===== src/rtl/uart_tx_ctrl_pkg.sv =====
// Shared encodings for the UART transmit path: FSM states and output mux selects.
package uart_tx_ctrl_pkg;

  typedef enum logic [2:0] {
    S_IDLE   = 3'd0,
    S_START  = 3'd1,
    S_DATA   = 3'd2,
    S_PARITY = 3'd3,
    S_STOP   = 3'd4
  } state_t;

  localparam logic [1:0] MUX_START  = 2'b00;
  localparam logic [1:0] MUX_SERIAL = 2'b01;
  localparam logic [1:0] MUX_PARITY = 2'b10;
  localparam logic [1:0] MUX_STOP   = 2'b11;

  // Line source for a given state; idle and stop both keep the line high.
  function automatic logic [1:0] mux_for(input state_t s);
    case (s)
      S_START:  return MUX_START;
      S_DATA:   return MUX_SERIAL;
      S_PARITY: return MUX_PARITY;
      default:  return MUX_STOP;
    endcase
  endfunction

endpackage


===== src/rtl/uart_tx_baud_cnt.sv =====
// Bit-period counter: counts 0..last, flags the final cycle of a bit and
// predicts whether the following cycle will be a final cycle.
module uart_tx_baud_cnt #(
  parameter int PRESC_W = 16
) (
  input  logic               clk,
  input  logic               rst,
  input  logic               clear,
  input  logic [PRESC_W-1:0] last,
  output logic               bit_end,
  output logic               bit_end_next
);

  logic [PRESC_W-1:0] cnt;
  logic [PRESC_W-1:0] cnt_next;

  // Next count: restart at a bit boundary or when the controller clears it.
  always_comb begin
    cnt_next     = (clear || bit_end) ? '0 : cnt + 1'b1;
    bit_end_next = (cnt_next == last);
  end

  assign bit_end = (cnt == last);

  // Count register.
  always_ff @(posedge clk or posedge rst) begin
    if (rst) cnt <= '0;
    else     cnt <= cnt_next;
  end

endmodule


===== src/rtl/uart_tx_ctrl.sv =====
// UART transmit frame sequencer: start -> data -> optional parity -> stop,
// with registered mux select, load/shift strobes and busy.
module uart_tx_ctrl
  import uart_tx_ctrl_pkg::*;
#(
  parameter int DATA_WIDTH = 8,
  parameter int PRESC_W    = 16
) (
  input  logic               CLK,
  input  logic               RST,
  input  logic               DATA_VALID,
  input  logic               PAR_EN,
  input  logic [PRESC_W-1:0] PRESCALE,
  output logic               ser_load,
  output logic               ser_shift,
  output logic [1:0]         mux_sel,
  output logic               busy
);

  localparam int               BIT_W    = $clog2(DATA_WIDTH + 1);
  localparam logic [BIT_W-1:0] LAST_BIT = BIT_W'(DATA_WIDTH - 1);

  state_t             state;
  state_t             state_next;
  logic               accept;
  logic               cnt_clear;
  logic               bit_end;
  logic               bit_end_next;
  logic [PRESC_W-1:0] p_last;
  logic               par_lat;
  logic [BIT_W-1:0]   bit_cnt;

  // Baud counter is held at zero while idle and restarted on every state change.
  assign cnt_clear = (state_next != state) || (state == S_IDLE);

  uart_tx_baud_cnt #(
    .PRESC_W (PRESC_W)
  ) u_baud (
    .clk          (CLK),
    .rst          (RST),
    .clear        (cnt_clear),
    .last         (p_last),
    .bit_end      (bit_end),
    .bit_end_next (bit_end_next)
  );

  // Next-state logic; accept marks a new frame (from idle or back-to-back from stop).
  // NOTE: every output of this block gets a default first, so no path can infer a latch.
  always_comb begin
    state_next = state;
    accept     = 1'b0;
    case (state)
      S_IDLE: begin
        if (DATA_VALID) begin
          state_next = S_START;
          accept     = 1'b1;
        end
      end
      S_START: begin
        if (bit_end) state_next = S_DATA;
      end
      S_DATA: begin
        if (bit_end && (bit_cnt == LAST_BIT))
          state_next = par_lat ? S_PARITY : S_STOP;
      end
      S_PARITY: begin
        if (bit_end) state_next = S_STOP;
      end
      S_STOP: begin
        if (bit_end) begin
          if (DATA_VALID) begin
            state_next = S_START;
            accept     = 1'b1;
          end else begin
            state_next = S_IDLE;
          end
        end
      end
      default: state_next = S_IDLE;
    endcase
  end

  // State register.
  // NOTE: sequential state uses non-blocking assignments so all flops update together.
  always_ff @(posedge CLK or posedge RST) begin
    if (RST) state <= S_IDLE;
    else     state <= state_next;
  end

  // Frame configuration is captured only at accept; mid-frame changes wait for the next frame.
  always_ff @(posedge CLK or posedge RST) begin
    if (RST) begin
      p_last  <= '0;
      par_lat <= 1'b0;
    end else if (accept) begin
      p_last  <= (PRESCALE == '0) ? '0 : PRESCALE - 1'b1;
      par_lat <= PAR_EN;
    end
  end

  // Data bit index, advanced at the end of each data bit and cleared outside DATA.
  always_ff @(posedge CLK or posedge RST) begin
    if (RST)                                          bit_cnt <= '0;
    else if (state != S_DATA || state_next != S_DATA) bit_cnt <= '0;
    else if (bit_end)                                 bit_cnt <= bit_cnt + 1'b1;
  end

  // Registered outputs, computed from the upcoming state so they align with it.
  always_ff @(posedge CLK or posedge RST) begin
    if (RST) begin
      mux_sel   <= MUX_STOP;
      busy      <= 1'b0;
      ser_load  <= 1'b0;
      ser_shift <= 1'b0;
    end else begin
      mux_sel   <= mux_for(state_next);
      busy      <= (state_next != S_IDLE);
      ser_load  <= accept;
      ser_shift <= (state_next == S_DATA) && bit_end_next;
    end
  end

endmodule

===== config.mk =====
export PLATFORM = sky130hd
export DESIGN_NAME = uart_tx_ctrl
export DESIGN_NICKNAME = d
export VERILOG_FILES = /design/src/rtl/uart_tx_ctrl_pkg.sv /design/src/rtl/uart_tx_baud_cnt.sv /design/src/rtl/uart_tx_ctrl.sv
export SDC_FILE = /design/constraint.sdc
export NUM_CORES = 1
export LEC_CHECK = 0
export ABC_AREA = 1
export BUFFER_PORTS_ARGS = -buffer_cell sky130_fd_sc_hd__buf_2
export CORE_AREA = 2 2 85 87
export CTS_BUF_LIST = sky130_fd_sc_hd__clkbuf_16
export CTS_CLUSTER_SIZE = 24
export DETAILED_ROUTE_END_ITERATION = 8
export DIE_AREA = 0 0 87 89
export SYNTH_ARGS = -nofsm -noshare
export SYNTH_HDL_FRONTEND = slang
export SYNTH_SLANG_ARGS = --single-unit
export TNS_END_PERCENT = 100

===== constraint.sdc =====
create_clock -name CLK -period 3.95 [get_ports CLK]
set_input_delay 0.79 -clock CLK [delete_from_list [all_inputs] [get_ports CLK]]
set_output_delay 0.79 -clock CLK [all_outputs]
set_load 0.03 [all_outputs]

## Word-level counts from Yosys, hierarchy flattened

Cells that the tools add are included.

- Register bits: 45
- Input bits: 20
- Output and inout port bits: 5
- Word-level logic and storage cells: 50

- Reduce and logical (&&, ||, !) cells: 9
- Muxes and demuxes: 16
- Add/sub/neg operators: 3
- Equal/unequal tests: 13

Operators by type and width:

| cell | count |
|---|---|
| $eq 16x16->1 | 2 |
| $mux 16 | 2 |
| $mux 3 | 6 |
| $add 16x1->16 const B | 1 |
| $logic_not 16->1 | 1 |
| $sub 16x1->16 const B | 1 |
| $pmux 3 s5 | 1 |
| $eq 3x2->1 const B | 4 |
| $mux 4 | 2 |
| $eq 3x1->1 const B | 2 |
| $ne 3x2->1 const B | 2 |
| $pmux 2 s3 | 1 |
| $add 4x1->4 const B | 1 |
| $eq 4x3->1 const B | 1 |
| $eq 3x3->1 const B | 1 |
| $logic_not 3->1 | 1 |
| $logic_or 1x1->1 | 3 |
| $mux 1 | 3 |
| $ne 3x3->1 | 1 |
| $reduce_bool 3->1 | 1 |
| $logic_and 1x1->1 | 2 |
| $pmux 1 s2 | 1 |
| $reduce_bool 2->1 | 1 |

## Depth between registers and ports, before layout

Gate-level depths: netlist of the first run.

- Depth after elaboration: 10
- Mapped depth: 19
- Mapped depth without buffers: 18

## Cells and area by module

From an unflattened synthesis of the first run, not the netlist that was laid out.

- Cells, all modules: 515
- Area, all modules: 3,373.2 µm²

By module, submodules not included:

| module | times used | sequential area each (µm²) | cells an instance | area an instance (µm²) |
|---|---|---|---|---|
| uart_tx_ctrl | 1 | 728.2 | 232 | 1,745.4 |
| uart_tx_baud_cnt | 1 | 400.4 | 283 | 1,627.8 |

## Least setup slack after synthesis of the first run

OpenSTA, ideal clock, no wires.

- Path type: input to register
- From: input PRESCALE[0]
- To: register p_last[8]
- Stages on the path: 9
- Data required time: 3,822 ps
- Path slack: 1,449 ps
- Buffers on the path: 1
- Setup time: 128 ps
- Arrival time: 2,373 ps
- Cells stage by stage: inv_1 ha_1 nand3_1 nor3_1 nor3b_1 nand3b_1 o21ai_2 buf_2 o22ai_1

- Cells in the longest elaborated chain, start to end: 2
- Elaborated cells on any way between the ends: 3
- Classes of those cells: 1 x add/sub; 1 x mux; 1 x reduce/logical

RTL lines:

| what | line | RTL |
|---|---|---|
| from (decl) | uart_tx_ctrl.sv:13 | `input logic [PRESC_W-1:0] PRESCALE,` |
| $sub 16x1->16 or $logic_not 16->1 (tied branches) | uart_tx_ctrl.sv:96 | `p_last <= (PRESCALE == '0) ? '0 : PRESCALE - 1'b1;` |
| $mux 16 * | uart_tx_ctrl.sv:96 |  |
| to (signal assigned) | uart_tx_ctrl.sv:96 |  |
| to (decl) | uart_tx_ctrl.sv:29 | `logic [PRESC_W-1:0] p_last;` |

Every way passes the cells marked *; elsewhere a longest branch is shown, timed or not.
A chain may end at the register's enable or synchronous reset.

## Final worst setup path of the first run

- From: input PRESCALE[0]
- To: register p_last[15]

Same word-level chain as after synthesis.

==> results of run 1 <==
path summary, 6_finish.rpt:
check,end,slack (ns),depth (start not counted)
worst max-delay path,p_last[15],1.24,10
worst min register to register,bit_cnt[0],0.57,2
worst min-delay path,bit_cnt[0],0.57,2
min in group asynchronous,state[2],0.72,2
worst max register to register,ser_shift,1.31,16
max in group asynchronous,u_baud.cnt[10],2.65,2
cells by family after synthesis:
logic type / Yosys count
AND/OR/NAND/NOR: 239
buffers and inverters: 89
flip-flops: 45
AO/OA/AOI/OAI: 30
XOR/XNOR: 25
adder cells (fa/ha/maj): 3
layer usage:
metal | up-vias | routed length, um
met3 | 11 | 385
li1 | 1398 | -
met2 | 78 | 3070
met1 | 1209 | 3280
met5 | - | 0
met4 | 0 | 113
power by group through the flow:
stage	Combinational (W)	Sequential [W]	Clock, W
detailed placement	0.000193	0.000523	0
global route	0.000223	0.000521	0.000434
floorplan	0.000145	0.000516	0
finish	0.000193	0.000517	0.000405
global placement	0.000190	0.000524	0
CTS	0.000193	0.000516	0.000417
worst max-delay path: cells and delay by family:
family	cells	cell delay (ns)
AOI/OAI and AO/OA	2	0.66
adders and majority gates	1	0.22
buffers and inverters	2	0.21
and+or+nand+nor	5	1.00
synth_stat cells:
library cell,n,area [sq um]
sky130_fd_sc_hd__nand3_1,32,160
sky130_fd_sc_hd__xor2_1,22,193
sky130_fd_sc_hd__xnor2_1,3,26.3
sky130_fd_sc_hd__nand2_2,2,12.5
sky130_fd_sc_hd__nor2_1,46,173
sky130_fd_sc_hd__nor2_2,1,6.26
sky130_fd_sc_hd__dfstp_2,2,52.6
sky130_fd_sc_hd__buf_6,1,11.3
sky130_fd_sc_hd__nor4_1,3,18.8
sky130_fd_sc_hd__nand2_1,121,454
sky130_fd_sc_hd__clkinv_1,1,3.75
sky130_fd_sc_hd__nor3b_1,2,15.0
sky130_fd_sc_hd__nand3_2,1,10.0
sky130_fd_sc_hd__o32ai_1,1,8.76
sky130_fd_sc_hd__o21ai_2,1,8.76
sky130_fd_sc_hd__nand3b_1,2,15.0
sky130_fd_sc_hd__inv_2,5,18.8
sky130_fd_sc_hd__o22ai_1,13,81.3
sky130_fd_sc_hd__nor3_1,9,45.0
sky130_fd_sc_hd__nand4_1,16,100
sky130_fd_sc_hd__nand2_4,1,11.3
sky130_fd_sc_hd__o21ai_0,7,35.0
sky130_fd_sc_hd__buf_2,6,30.0
sky130_fd_sc_hd__dfrtp_1,43,1080
sky130_fd_sc_hd__o21ai_1,2,10.0
sky130_fd_sc_hd__and3_1,1,6.26
sky130_fd_sc_hd__nor2_4,2,22.5
sky130_fd_sc_hd__inv_1,75,282
sky130_fd_sc_hd__ha_1,3,37.5
sky130_fd_sc_hd__buf_1,1,3.75
sky130_fd_sc_hd__o2bb2ai_1,2,17.5
sky130_fd_sc_hd__a21oi_1,4,20.0
area by class of cell:
| class | count | area [sq um] | share of cell area (%) |
|---|---|---|---|
| clock buffer | 5 | 125 | 3.79 |
| clock inverter | 3 | 18.8 | 0.569 |
| inverter | 81 | 304 | 9.22 |
| multi-input combinational | 297 | 1490 | 45.1 |
| sequential | 45 | 1130 | 34.2 |
| tap | 80 | 100 | 3.03 |
| timing repair buffer | 26 | 135 | 4.10 |
flip-flops by register name (all words and copies together) (netlist names):
register    flops
u_baud.cnt     16
state           3
ser_load        1
busy            1
par_lat         1
mux_sel         2
p_last         16
bit_cnt         4
ser_shift       1
metrics by stage:
stage	total power, W	util [%]	setup WS, ns
after floorplan	0.000661	-	1.45
after global placement	0.000714	47.0	0.964
after detailed placement	0.000716	47.0	0.914
after CTS	0.00113	49.1	1.22
after global routing	0.00118	49.1	0.924
final	0.00112	49.1	1.24
==> impl.org, run 1 <==
** Run status
- Outcome :: finished, final reports clean

** Timing
- Measured against its own limit, the worst slew margin works out to 37.3%.
- The final critical path takes up between 60% and 70% of the cycle.
- Setup violations remaining at the end of the flow were counted as 0.
- Subtracting the final worst setup slack from the clock period gives 2.71 ns.
- After routing, the total negative slack on setup checks comes to 0 ns.
- Worst Max-Slew Pin Slew :: about 0.94 ns
- Based on the critical path, the design can be clocked at up to 370 MHz.
- On the final layout, the worst clock skew is 0.00555 ns.
- Hold Violations, Final :: 0
- RSZ-0062 raised after global routing :: no
- Hold is met by about 0.57 ns.
- The total count of max-transition violations in the final report came to 0.

** Clocking
- CTS Sinks :: 45
- CTS tree :: built
- Post-CTS repair changed the size of 0 cells.
- CTS placed an instance of sky130_fd_sc_hd__clkbuf_16 at the clock tree root.
- Clock buffer count from CTS :: 5
- Buffers inserted to repair hold after CTS numbered 0.
- CTS H-tree lvls :: 2
- In this run the post-CTS setup repair buffer count came out at 0.
- Clock Tree Buf Depth :: 2
- Clock input transition at the sequential cells of the worst setup and hold paths :: 0.06 ns
- Latest clock arrival within the worst-skew pair :: just under 0.3 ns

** Synthesis
- In this run, synthesis produced a sequential element count of 45.
- For this run, the register share of the synthesized area comes to 38.1%.
- Summing the areas of all compound-gate instances in the mapped netlist gives 6.12% of the synthesized area.
- Of the total synthesized cell area, the portion taken by XOR and XNOR cells is 7.38%.
- Synthesized instance count :: approximately 430
- The synthesized netlist devotes 1.27% of its cell area to adder and majority cells.
- The synthesized netlist occupies a cell area of 2970 sq um.
- The synthesized netlist devotes between 30% and 40% of its cell area to simple gates.
- Syn_area_per_cell :: 6.88 sq um
- Net Count, Synth :: approximately 450
- Number of warnings printed during yosys synthesis :: 0
- Number of distinct library cells after synthesis :: 32
- Multiplexer cells account for 0% of the synthesized area.
- After synthesis, the largest family of logic cells by area is simple AND/OR/NAND/NOR gates.

** Floorplanning
- The die is 87 um wide.
- Starting Density :: 44.1%
- The floorplan step defined a core boundary enclosing between 6000 and 7000 sq um.
- The initialized floorplan defines 30 standard-cell rows.
- The floorplan step defined a die boundary enclosing 7740 sq um.
- 25 I/O pins were placed.
- Floorplan die height :: 89 um

** Global routing
- Total global routing track utilization :: between 10% and 20%
- Met3 Resource Use GR :: 2.59%
- The number of global-route vias before repair was 2464.
- The first global-routing pass estimated 11.4 mm of wire.
- Met2 GRT Util :: 31.5%
- Initial antenna violation count :: 0
- The layer flagged by global routing as most heavily used is met2.
- Met1 demand-to-capacity share in global routing :: between 20% and 30%
- Entering global routing, the biggest net connects 46 pins.
- Total global routing overflow :: 0

** Layout
- 0 antenna diodes ended up in the layout.
- Area added between synthesis and finish :: 11.3%
- Excluding fillers, the count of instances in the completed layout stands at between 500 and 600.
- Leading cell types in the layout, fill and taps excluded :: sky130_fd_sc_hd__nand2_1, sky130_fd_sc_hd__inv_1, sky130_fd_sc_hd__nor2_1
- Post-route cell area :: ~3300 sq um
- In the final layout, the share of cells above drive strength 1 is between 10% and 20%.
- The layout has 699 filler cells.
- At the end of the flow, the number of nets in the layout was ~480.
- Most common library cell in the layout ignoring fill and taps :: sky130_fd_sc_hd__nand2_1

** Route
- Antenna Nets Post-Route :: 0
- Total via count in the routed design :: 2696
- DRC violation count after routing :: 0
- After detailed routing, the number of vias per cell comes to 5.02.
- In the final routed layout, each cell accounts on average for 12.8 um.
- After the first detailed-routing iteration, the DRC count stood at 118.
- Detailed-router iteration count before antenna repair :: 5
- Routed Wire Length :: 6.85 mm

** Worst hold path
- The worst hold path begins at bit_cnt[0].
- The min-delay analysis places its worst path in the category flop to flop.

** Place
- Placed cell count :: 529
- At the end of routability-driven placement, the weighted congestion stood at about 0.88.
- HPWL after detailed placement :: 5.23 mm
- Post-detailed-placement cell area :: approximately 3200 sq um
- Port buffer count :: 24

** Power
- Power share of the sequential group :: 46.3%
- P_int :: 0.000790 W
- Combinational logic burns 17.3% of the power.
- The analysis attributes to net switching a power of between 0.0003 and 0.0004 W.
- Largest vdd supply drop :: 172 uV
- The analysis attributes to cell leakage a power of around 1.8 nW.
- Switching power share of the total :: 29.2%
- The clock network accounts for 36.3% of the total power.
- Cell Pwr Density :: 338 nW/um^2

** Critical path
- Walking the worst path, the cells encountered are buf_2, inv_1, ha_1, nand3_1, nor3_1, nor3b_1, nand3b_1, o21ai_2, nor2_1, o2bb2ai_1.
- Worst stage delay on the critical path :: 0.52 ns
- Startpoint of the worst-slack reg-to-reg timing path :: u_baud.cnt[0]
- The setup path with the least slack is of type primary input to flop.
- Category of the worst setup path capture point :: flop
- Data arrival at the endpoint of the critical path :: roughly 2.9 ns
- CP max FO :: 15
- The worst setup path is launched from a primary input.
- The most critical setup path has its startpoint at PRESCALE[0].
- Cell at the slowest stage of the critical path :: sky130_fd_sc_hd__o21ai_2
- Required arrival time at the worst endpoint :: approximately 4 ns

** Run
- Max-cap violations in this run came to 0.
No activity file was read; power rests on OpenSTA's default activity.
==> run 2, diff against run 1 <==
==> constraint.sdc (replaced) <==
create_clock -name CLK -period 2.7 [get_ports CLK]
set_input_delay 0.54 -clock CLK [delete_from_list [all_inputs] [get_ports CLK]]
set_output_delay 0.54 -clock CLK [all_outputs]
set_load 0.03 [all_outputs]
==> impl.org, run 2 (synthesis results as in run 1) <==
** Timing
- After layout, the worst setup slack is between 0.2 and 0.25 ns.
- After layout, the worst path uses 90.9% of the clock period.
- Worst Skew :: 0.00376 ns
- Worst rel slew slack :: 68.4%
- Achievable Freq :: approximately 400 MHz
- Hold Violations, Final :: 0
- Total Neg Setup Slack :: 0 ns
- Fin crit period :: 2.46 ns
- Finish-stage setup viols :: 0
- Setup repair after global routing left no endpoint under its margin.
- The total count of max-transition violations in the final report is 0.
- Worst Max-Slew Pin Slew :: about 0.47 ns

** Clocking
- CTS tree :: built
- Latest clock arrival within the worst-skew pair :: 0.28 ns
- Clock root buffer :: sky130_fd_sc_hd__clkbuf_16
- Clock buffer count from CTS :: 5
- Setup Fix Bufs, Post-CTS :: 0
- Clock Tree Buf Depth :: 2
- The clock net in this run drives a total of 45 sinks.
- After clock tree synthesis, the repair step resized 0 gates.
- # hold bufs at CTS :: 0
- CTS H-tree lvls :: 2
- After clock tree synthesis, the clock-pin slew on the worst setup and hold paths is 0.06 ns.

** Layout
- Share of final-layout standard cells stronger than drive strength 1 :: 11.5%
- Most common library cell in the layout ignoring fill and taps :: sky130_fd_sc_hd__nand2_1
- Measured on the finished design, the core utilization comes to 50.0%.
- Layout net count :: 483
- The repair_antennas step left the layout with diodes totalling 0.
- Relative to the synthesized area, the layout overhead comes to 13.2%.
- Post-route cell area :: 3360 sq um
- Leading cell types in the layout, fill and taps excluded :: sky130_fd_sc_hd__nand2_1, sky130_fd_sc_hd__inv_1, sky130_fd_sc_hd__nor2_1
- Largest registers :: p_last: 16 flops, u_baud.cnt: 16 flops, bit_cnt: 4 flops
- After the flow finishes, the layout carries non-filler instances totaling 540.

** Run
- Maxcap violations :: 0

** Critical path
- In this run the worst path has a maximum fanout of 20.
- Required arrival time at the worst endpoint :: around 2.9 ns
- Startpoint of the worst setup timing path :: u_baud.cnt[13]
- In this design, the stage delay of the slowest critical-path cell is between 0.4 and 0.5 ns.
- Data arrival at the endpoint of the critical path :: 2.66 ns
- The worst setup path is launched from a flop.
- The worst setup path is captured at a flop.
- Cell at the slowest stage of the critical path :: sky130_fd_sc_hd__dfrtp_1
- The startpoint identified for the worst register-to-register timing path is u_baud.cnt[13].
- Setup Crit Path Kind :: flop to flop
- Critical Path, Cell by Cell :: inv_1, nand2_1, nand2_1, nor2_1, nand2_1, nor2_4, nand2_2, nand2_1, nand2_1, nand3_2, buf_12, nand3_1, nand2_1, nand2_1, clkinv_1, nand2_1, nor2_1, nand3_1, nor2_1
- Counting stages on the worst path, the most repeated cell is sky130_fd_sc_hd__nand2_1.

** Power
- The worst-case IR drop observed on VDD is 257 uV.
- In this run the power density over the cells is 509 nW/um^2.
- Leakage power total :: 1.81 nW

** Place
- Post-detailed-placement cell area :: 3200 sq um
- Input and output buffers added on the ports amount to 24.
- Placed cell count :: 533
- The congestion estimate from routability-driven global placement came to 0.866.
- HPWL after detailed placement :: 5.24 mm
- At the placement stage, the worst setup path has a slack of 0.102 ns.

** Route
- Routed via count divided by cell count :: 4.89
- Antenna Nets Post-Route :: 0
- DRT iter0 DRCs :: 110
- Routed Wire Length :: 6.72 mm
- Summing over every cut layer, the via total after detailed routing is roughly 2600.
- Detailed-router iteration count before antenna repair :: 4
- DRC violation count after routing :: 0
- Dividing the detail-routed wire length by the instance count gives ~12 um.

** Floorplanning
- The floorplan has 30 rows.
- For this configuration, the core starts out at a cell density of 44.1%.
- Number of top-level pins :: 25
- Horizontal extent of the die :: slightly below 90 um
- Floorplan die height :: 89 um
- DIE AREA :: 7740 sq um
- CORE AREA :: 6720 sq um

** Global routing
- Largest net degree at the start of global routing :: 27
- Total global routing track utilization :: 18.9%
- Summed over all layers, the global routing overflow is 0.
- Initial antenna violation count :: 0
- The number of global-route vias before repair was 2456.
- The first global-routing pass estimated 11.3 mm of wire.

** Run status
- The run finished with clean final reports.

** Worst hold path
- The worst hold path belongs to the class primary input to asynchronous set/reset pin.
==> run 2: cell count changes in the layout (fill, tap and decap cells not counted) <==
cell | before | now
sky130_fd_sc_hd__buf_12 | 0 | 1
sky130_fd_sc_hd__buf_4 | 2 | 5
sky130_fd_sc_hd__bufinv_16 | 0 | 1
sky130_fd_sc_hd__clkinv_2 | 0 | 1
sky130_fd_sc_hd__clkinvlp_4 | 2 | 0
sky130_fd_sc_hd__inv_1 | 75 | 74
==> run 2: metrics by stage <==
stage                     power [W]  hold slack (ns)
after floorplan            0.000967            0.528
after global placement      0.00105            0.552
after detailed placement    0.00105            0.557
after CTS                   0.00173            0.269
after global routing        0.00180            0.292
final                       0.00171            0.252
==> run 2: area by class of cell <==
| class | count | area [sq um] |
|---|---|---|
| Inverter | 81 | 304 |
| Clock buffer | 5 | 125 |
| Multi-Input combinational cell | 297 | 1490 |
| Tap cell | 80 | 100 |
| Timing Repair Buffer | 30 | 178 |
| Clock inverter | 2 | 35.0 |
| Fill cell | 670 | 3360 |
| Sequential cell | 45 | 1130 |
==> run 2: metal layers <==
layer	vias up	global-route usage [%]	routed length, um
met3	8	2.86	264
li1	1412	-	-
met5	-	0	0
met4	0	6.39	111
met1	1157	25.1	3300
met2	65	31.7	3040
==> run 2: critical path: cells and delay by family (launching register included) <==
kind,cells,cell delay [ns]
and+or+nand+nor,16,1.64
buffers and inverters,3,0.26
DFF,1,0.46
==> run 2: worst paths after layout <==
path                                   end  slack (ns)  cells after the start
worst max-delay path             ser_shift        0.24                     19
worst min-delay path              state[2]        0.25                      2
worst max register to register   ser_shift        0.24                     19
worst min register to register  bit_cnt[1]        0.56                      2
max in group asynchronous        p_last[6]        1.77                      3
min in group CLK                   par_lat        0.47                      3
==> run 2: power by group <==
part | leakage (nW) | switching (W) | internal (W)
Combinational | 1.18 | 0.000179 | 0.000101
Clock | 0.0797 | 0.000244 | 0.000429
Sequential | 0.546 | 0.0000381 | 0.000717
Total | 1.81 | 0.000461 | 0.00125
